===== src/rtl/muldiv_seq.sv =====
// Iterative multiply/divide unit owning the HI/LO registers; one result bit per cycle.
// Signed operands are reduced to magnitudes at start and the sign is fixed up in a final cycle.
module muldiv_seq #(
  parameter int WIDTH = 32
) (
  input  logic             clk,
  input  logic             reset,
  input  logic             start,
  input  logic [1:0]       op,
  input  logic [WIDTH-1:0] a,
  input  logic [WIDTH-1:0] b,
  input  logic             cancel,
  input  logic             hi_we,
  input  logic             lo_we,
  input  logic [WIDTH-1:0] wdata,
  output logic             busy,
  output logic             done,
  output logic [WIDTH-1:0] hi,
  output logic [WIDTH-1:0] lo
);

  localparam int CW = (WIDTH > 1) ? $clog2(WIDTH) : 1;

  typedef enum logic [1:0] {IDLE, RUN, FIX} state_t;

  state_t               state_reg, state_next;
  logic [CW-1:0]        count_reg;
  logic                 is_div_reg, is_signed_reg, sa_reg, sb_reg, bzero_reg;
  logic [WIDTH-1:0]     a_reg, opnd_reg;
  logic [2*WIDTH-1:0]   acc_reg, acc_next;
  logic [WIDTH-1:0]     hi_reg, lo_reg;
  logic                 done_reg;

  logic                 a_neg, b_neg;
  logic [WIDTH-1:0]     mag_a, mag_b;
  logic [WIDTH:0]       mul_sum, div_shift, div_diff;
  logic [2*WIDTH-1:0]   mul_res;
  logic [WIDTH-1:0]     res_hi, res_lo;

  assign a_neg = ~op[0] & a[WIDTH-1];
  assign b_neg = ~op[0] & b[WIDTH-1];
  assign mag_a = a_neg ? -a : a;
  assign mag_b = b_neg ? -b : b;

  always_comb begin
    state_next = state_reg;
    case (state_reg)
      IDLE: if (start && !cancel) state_next = RUN;
      RUN: begin
        if (cancel)                              state_next = IDLE;
        else if (count_reg == CW'(WIDTH - 1))    state_next = FIX;
      end
      FIX:     state_next = IDLE;
      default: state_next = IDLE;
    endcase
  end

  always_ff @(posedge clk) begin
    if (reset) state_reg <= IDLE;
    else       state_reg <= state_next;
  end

  // acc holds {partial product, multiplier} for multiply, {remainder, dividend/quotient} for divide.
  always_comb begin
    mul_sum   = {1'b0, acc_reg[2*WIDTH-1:WIDTH]} + (acc_reg[0] ? {1'b0, opnd_reg} : '0);
    div_shift = {acc_reg[2*WIDTH-1:WIDTH], acc_reg[WIDTH-1]};
    div_diff  = div_shift - {1'b0, opnd_reg};
    acc_next  = {mul_sum, acc_reg[WIDTH-1:1]};
    if (is_div_reg) begin
      if (div_diff[WIDTH]) acc_next = {div_shift[WIDTH-1:0], acc_reg[WIDTH-2:0], 1'b0};
      else                 acc_next = {div_diff[WIDTH-1:0],  acc_reg[WIDTH-2:0], 1'b1};
    end
  end

  always_comb begin
    mul_res = (is_signed_reg && (sa_reg ^ sb_reg)) ? -acc_reg : acc_reg;
    res_hi  = mul_res[2*WIDTH-1:WIDTH];
    res_lo  = mul_res[WIDTH-1:0];
    if (is_div_reg) begin
      if (bzero_reg) begin
        // Divide by zero reports the raw dividend, ignoring any sign handling.
        res_lo = '1;
        res_hi = a_reg;
      end else begin
        res_lo = acc_reg[WIDTH-1:0];
        res_hi = acc_reg[2*WIDTH-1:WIDTH];
        if (is_signed_reg && (sa_reg ^ sb_reg)) res_lo = -acc_reg[WIDTH-1:0];
        if (is_signed_reg && sa_reg)            res_hi = -acc_reg[2*WIDTH-1:WIDTH];
      end
    end
  end

  always_ff @(posedge clk) begin
    if (reset) begin
      count_reg     <= '0;
      is_div_reg    <= 1'b0;
      is_signed_reg <= 1'b0;
      sa_reg        <= 1'b0;
      sb_reg        <= 1'b0;
      bzero_reg     <= 1'b0;
      a_reg         <= '0;
      opnd_reg      <= '0;
      acc_reg       <= '0;
      hi_reg        <= '0;
      lo_reg        <= '0;
      done_reg      <= 1'b0;
    end else begin
      done_reg <= (state_reg == FIX) && !cancel;
      case (state_reg)
        IDLE: begin
          if (hi_we) hi_reg <= wdata;
          if (lo_we) lo_reg <= wdata;
          if (start && !cancel) begin
            count_reg     <= '0;
            is_div_reg    <= op[1];
            is_signed_reg <= ~op[0];
            sa_reg        <= a_neg;
            sb_reg        <= b_neg;
            bzero_reg     <= (b == '0);
            a_reg         <= a;
            opnd_reg      <= op[1] ? mag_b : mag_a;
            acc_reg       <= {{WIDTH{1'b0}}, (op[1] ? mag_a : mag_b)};
          end
        end
        RUN: begin
          acc_reg   <= acc_next;
          count_reg <= count_reg + 1'b1;
        end
        FIX: begin
          if (!cancel) begin
            hi_reg <= res_hi;
            lo_reg <= res_lo;
          end
        end
        default: ;
      endcase
    end
  end

  assign busy = (state_reg != IDLE);
  assign done = done_reg;
  assign hi   = hi_reg;
  assign lo   = lo_reg;

endmodule


===== config.mk =====
export PLATFORM = sky130hd
export DESIGN_NAME = muldiv_seq
export DESIGN_NICKNAME = d
export VERILOG_FILES = /design/src/rtl/muldiv_seq.sv
export SDC_FILE = /design/constraint.sdc
export NUM_CORES = 1
export LEC_CHECK = 0
export BUFFER_PORTS_ARGS = -buffer_cell sky130_fd_sc_hd__buf_4
export CAP_MARGIN = 20
export CORE_MARGIN = 5
export CORE_UTILIZATION = 55
export CTS_CLUSTER_DIAMETER = 120
export DETAILED_ROUTE_END_ITERATION = 6
export PLACE_DENSITY = 0.78
export SLEW_MARGIN = 5
export SYNTH_ARGS = -nofsm -noshare
export SYNTH_HDL_FRONTEND = slang
export SYNTH_SLANG_ARGS = --single-unit

===== constraint.sdc =====
create_clock -name clk -period 4.5 [get_ports clk]
set_clock_uncertainty 0.15 [all_clocks]
set_input_delay 0.9 -clock clk [delete_from_list [all_inputs] [get_ports clk]]
set_output_delay 0.9 -clock clk [all_outputs]
set_load 0.05 [all_outputs]

==> flow_summary.toml, run 1 <==
[worst_setup_path]
cp.arrival_ns = 4.39
required_ns = 4.74
crit_cells = 14
worstPathMaxFanout = 7
cp_cell_sequence = "inv_1, ha_1, fa_1, nand2b_1, a21oi_1, o2111ai_1, a21oi_1, buf_4, a211oi_1, or3_1, nand2_1, buf_4, mux2i_1, o221ai_1"
cp_num_buf_inv = 3
startpoint = "acc_reg[31]"
r2r_slack_ns = 0.34
timing.rr.start = "acc_reg[31]"
path_class = "flop to flop"
critPathMaxStageDelay_ns = 0.51
cp_slowest_cell = "dfxtp_1"
crit_end = "acc_reg[50]"
r2r-end = "acc_reg[50]"
crit_family = "compound AO/OA/AOI/OAI gates"
r2r_cells = 14
start_kind = "flop"
worst_setup_path_end_kind = "flop"

[yosys]
yosys_warnings = 0
syn_nets = 2530
syn_inst = 2354
synth_edf_count = 0
syn_avg_cell_area_um2 = 7.19
async_flop_share = 0
ys.flop_type = "dfxtp_1"
synth_seq_cells = 205
ys_types = 82
synth_area_mm2 = 0.0169
ys_seq_area_frac = 0.243

[clock_tree]
cts_buffers = 24
cts_tree = "done"
post_cts_resized = 0
path_clk_slew_ns = 0.06
clkLatencyLatePin_ns = 0.54
htreeDepth = 1
cts.sinks = 205
post_cts_buffers = 0
postCtsHoldBufs = 0
clk_path_buf_depth = 3
root_buffer = "clkbuf_16"

[finish]
area_growth_pct = 14.5
antennaDiodeCount = 0
fin_util = 0.635
nets = 2613
largest_reg_flops = 64
nFillCells = 2741
multi_input_area_mm2 = 0.0119
drive_above_1_share = 0.130
seqCellArea_mm2 = 0.00411
design_area_mm2 = 0.0194

[placed_design]
dp_slack_ns = 0.563
gp_congestion = 1.08
placed_area_mm2 = 0.0185
hpwl_mm = 51.2
port_buffers = 169

[route]
drt_iter0_drc = 2733
drt-wirelength-per-cell_um = 23.7
avgViaCountPerCell = 6.75
vias = 19200
ant_nets = 0
route.detailed.drc = 0
drt_first_pass_iters = 6
wl_mm = 67.7

[global_routing]
grt_pass1_wl_mm = 102
grt_max_degree = 102
overflow = 0
antenna_found_initial = 1
grt_use_total = 0.374
grt_pass1_vias = 17700

[sta]
tns_ns = 0
setup_viol = 0
period_share = 0.924
fmax_ghz = 0.241
tightest_slew_ns = 1.15
relSlewSlack = 0.230
timing_hold_violations_final = 0
layout_min_cycle_time_ns = 4.16
slew_viol_final = 0
setup_slack_ns = 0.343
rsz0062_at_grt = "false"

[pwr]
power.static_leakage_nw = 7.80
power.density_mw_per_mm2 = 292
power.total_mw = 5.66
ir_drop_v = 0.000293

[floorplanning]
coreArea_mm2 = 0.0305
io-pin-count = 170
die_y_um = 185
die_w_um = 185
rows = 64
start_util = 0.555
dieArea_mm2 = 0.0344

[flow_run]
drv_cap = 0

[min_path]
min_path_type = "flop to flop"

[outcome]
status = "finished, final reports clean"
-- report_power, final --
group          switching [mW]  total [mW]  internal, mW
clock network           0.839        1.99          1.15
registers               0.124        2.04          1.92
logic                    1.05        1.63         0.578
total                    2.01        5.66          3.65
-- worst min path at each step --
| stage | cells after the start | slack [ns] | startpoint | end |
|---|---|---|---|---|
| 3_5_place_dp | 2 | 0.30 | lo[23] | lo[23] |
| 3_3_place_gp | 2 | 0.29 | opnd_reg[8] | opnd_reg[8] |
| 6_report | 2 | 0.30 | opnd_reg[4] | opnd_reg[4] |
| 2_1_floorplan | 2 | 0.28 | opnd_reg[10] | opnd_reg[10] |
| 4_1_cts | 2 | 0.31 | opnd_reg[8] | opnd_reg[8] |
| 5_1_grt | 2 | 0.33 | opnd_reg[8] | opnd_reg[8] |
-- layout make-up --
type                       instances  share of cell area
inverter                          70              0.0136
clock inverter                    12             0.00678
timing repair buffer             236              0.0940
sequential                       205               0.212
tap                              396              0.0256
clock buffer                      31              0.0340
multi-input combinational       1900               0.614
-- cells in the mapped netlist (all sizes together) (15+ instances only) --
| library cell | count | area share |
|---|---|---|
| o31ai | 28 | 0.012 |
| inv | 69 | 0.015 |
| buf | 17 | 0.0046 |
| a21oi | 299 | 0.088 |
| mux2i | 60 | 0.035 |
| a21o | 38 | 0.017 |
| o21a | 15 | 0.0067 |
| nor3 | 60 | 0.018 |
| nand4 | 19 | 0.0070 |
| nand3 | 47 | 0.014 |
| or4 | 16 | 0.0073 |
| o21ai | 132 | 0.039 |
| a211oi | 81 | 0.036 |
| and3 | 16 | 0.0059 |
| clkbuf | 162 | 0.036 |
| dfxtp | 205 | 0.24 |
| xor2 | 75 | 0.039 |
| a22oi | 17 | 0.0075 |
| nor2b | 25 | 0.0092 |
| nand2b | 20 | 0.0074 |
| a311oi | 15 | 0.0078 |
| nor2 | 206 | 0.046 |
| xnor2 | 99 | 0.051 |
| ha | 70 | 0.052 |
| a31oi | 22 | 0.0081 |
| nor4 | 24 | 0.0092 |
| nand2 | 286 | 0.063 |
| o211ai | 47 | 0.021 |
| o221ai | 39 | 0.020 |
-- layout by cell type, fill, tap and decap left out, types with 16 or more instances in the layout --
cell type,instances
a211oi_1,80
xor2_1,75
nor2_1,206
o221ai_1,39
nand3_1,46
o21ai_0,129
clkbuf_16,25
nor4_1,23
nand4_1,19
nand2b_1,20
a22oi_1,17
o211ai_1,46
nor2b_1,23
nand2_1,286
nor3_1,58
mux2i_1,60
o31ai_1,28
buf_4,232
and3_1,16
dfxtp_1,203
ha_1,70
a31oi_1,22
xnor2_1,99
inv_1,69
a21oi_1,297
a21o_1,38
-- kinds of logic (layout without fill, tap and decap cells) --
group / count (synthesis) / after routing / synth area share
AO/OA/AOI/OAI: 820 / 820 / 0.309
XOR/XNOR: 174 / 174 / 0.0901
adder cells (fa/ha/maj): 72 / 72 / 0.0541
buffers and inverters: 249 / 349 / 0.0560
flip-flops: 205 / 205 / 0.243
multiplexers: 63 / 63 / 0.0375
AND/OR/NAND/NOR: 771 / 771 / 0.211
-- tightest hold or removal path, delay by kind of cell (launching register included) --
kind             cells  cell delay, ns
flip-flops           1            0.31
AND/OR/NAND/NOR      1            0.05
AO/OA/AOI/OAI        1            0.05
-- routing by layer --
metal  track usage  up-vias  routed length, µm
met4         0.182        2               3890
met3         0.101      231               8740
met2         0.559     1288              28600
met1         0.500     8967              26400
li1              -     8738                  -
met5             0        -                 12
-- metrics by stage --
| stage | hold slack [ns] | std cells |
|---|---|---|
| floorplan | 0.282 | 2354 |
| global placement | 0.291 | 2804 |
| detailed placement | 0.297 | 2805 |
| CTS | 0.305 | 2848 |
| global route | 0.327 | 2850 |
| finish | 0.302 | 2850 |
No activity file was read; power rests on OpenSTA's default activity.
==> run 2, diff against run 1 <==
--- a/config.mk
+++ b/config.mk
@@ -7,11 +7,13 @@
 export LEC_CHECK = 0
 export BUFFER_PORTS_ARGS = -buffer_cell sky130_fd_sc_hd__buf_4
 export CAP_MARGIN = 20
+export CELL_PAD_IN_SITES_DETAIL_PLACEMENT = 1
+export CELL_PAD_IN_SITES_GLOBAL_PLACEMENT = 1
 export CORE_MARGIN = 5
-export CORE_UTILIZATION = 55
+export CORE_UTILIZATION = 44
 export CTS_CLUSTER_DIAMETER = 120
 export DETAILED_ROUTE_END_ITERATION = 6
-export PLACE_DENSITY = 0.78
+export PLACE_DENSITY = 0.84
 export SLEW_MARGIN = 5
 export SYNTH_ARGS = -nofsm -noshare
 export SYNTH_HDL_FRONTEND = slang
==> flow_summary.toml, run 2 (synthesis results as in run 1) <==
[outcome]
status = "finished, final reports clean"

[finish]
mostFrequentLayoutCell = "a21oi_1"
largest_reg_flops = 64
nFillCells = 4845
final_cell_mix = "a21oi_1, nand2_1, buf_4"
drive_above_1_share = 0.134
nets = 2621
area_growth_pct = 16.3

[clock_tree]
htreeDepth = 1
postCtsHoldBufs = 0
post_cts_resized = 0
cts.sinks = 205
path_clk_slew_ns = 0.06
cts_tree = "done"
clkLatencyLatePin_ns = 0.56
root_buffer = "clkbuf_16"
cts_buffers = 25
post_cts_buffers = 0
clk_path_buf_depth = 3

[sta]
setup_slack_ns = 0.332
setup_viol = 0
tns_ns = 0
layout_min_cycle_time_ns = 4.17
period_share = 0.926
fmax_ghz = 0.240
tightest_slew_ns = 1.11
timing_hold_violations_final = 0
slew_viol_final = 0
relSlewSlack = 0.258
rsz0062_at_grt = "false"

[global_routing]
grt_use_total = 0.363
antenna_found_initial = 1
grt_max_degree = 113
overflow = 0
grt_pass1_wl_mm = 119
grt_pass1_vias = 19300

[worst_setup_path]
critPathMaxStageDelay_ns = 0.51
cp_slowest_cell = "dfxtp_1"
worstPathMaxFanout = 11
timing.rr.start = "acc_reg[31]"
cp_cell_sequence = "inv_1, ha_1, fa_1, nand2b_1, a21oi_1, o2111ai_1, a21oi_1, a211oi_1, or3_1, nand2_1, buf_4, mux2i_1, o221ai_1"
crit_path_frequent_cell = "a21oi_1"
cp.arrival_ns = 4.44
start_kind = "flop"
path_class = "flop to flop"
r2r_cells = 13
startpoint = "acc_reg[31]"
required_ns = 4.77
worst_setup_path_end_kind = "flop"

[route]
avgViaCountPerCell = 6.51
drt-wirelength-per-cell_um = 27.0
ant_nets = 0
wl_mm = 80.2
vias = 19400
drt_first_pass_iters = 5
drt_iter0_drc = 1990
route.detailed.drc = 0

[floorplanning]
io-pin-count = 170
rows = 71
start_util = 0.447
dieArea_mm2 = 0.0425
die_w_um = 206
die_y_um = 206
coreArea_mm2 = 0.0378

[min_path]
min_path_type = "flop to flop"
hold_depth = 2
worstHoldStart = "opnd_reg[21]"

[pwr]
power.static_leakage_nw = 7.86
power.density_mw_per_mm2 = 303
ir_drop_v = 0.000274

[placed_design]
gp_congestion = 1.09
port_buffers = 169
hpwl_mm = 61.4
dp_slack_ns = 0.443

[flow_run]
drv_cap = 0
-- run 2: changes by cell type in the layout (fill, tap and decap cells not counted) --
cell	before	now
clkbuf_1	5	4
clkinv_8	1	0
buf_4	232	239
clkbuf_8	1	5
clkinvlp_4	1	3
buf_16	2	0
buf_12	1	3
buf_8	0	1
diode_2	0	1
clkinv_2	6	3
bufinv_16	2	4
buf_2	1	0
-- run 2: cell type report --
cell class | count | area (µm²) | area share
Antenna cell | 1 | 2.50 | 0.000127
Clock buffer | 34 | 709 | 0.0361
Clock inverter | 12 | 175 | 0.00890
Inverter | 70 | 263 | 0.0134
Multi-Input combinational cell | 1900 | 11900 | 0.605
Sequential cell | 205 | 4110 | 0.209
Tap cell | 511 | 639 | 0.0325
Timing Repair Buffer | 243 | 1870 | 0.0950
-- run 2: critical path: cells and delay by family (launching register included) --
family                   cells  cell delay (ns)
AO/OA/AOI/OAI                5             1.00
flip-flops                   1             0.51
multiplexers                 1             0.22
adder cells (fa/ha/maj)      2             0.62
buffers and inverters        2             0.45
AND/OR/NAND/NOR              3             1.06
-- run 2: stage by stage --
stage                util  instance area [µm²]  cells  power (mW)  hold WS, ns
detailed placement  0.496                18800   2928        3.72        0.301
CTS                 0.519                19700   2974        5.92        0.309
floorplan               -                16900   2354        3.07        0.282
global route        0.520                19700   2975        6.14        0.325
global placement    0.496                18800   2928        3.68        0.291
finish              0.520                19700   2976        5.96        0.304
-- run 2: per-layer routing --
layer | routed length [µm] | global-route usage
met1 | 33500 | 0.494
met2 | 34900 | 0.554
met3 | 7360 | 0.0689
met4 | 4440 | 0.172
met5 | 0 | 0
-- run 2: final timing paths --
check / end / slack, ns
max: acc_reg[41] / 0.33
min: opnd_reg[21] / 0.30
max reg2reg: acc_reg[41] / 0.33
min reg2reg: opnd_reg[21] / 0.30
-- run 2: power breakdown --
part / total [mW] / internal, mW / switching (mW)
Sequential: 2.05 / 1.92 / 0.135
Combinational: 1.69 / 0.582 / 1.11
Clock: 2.22 / 1.34 / 0.883
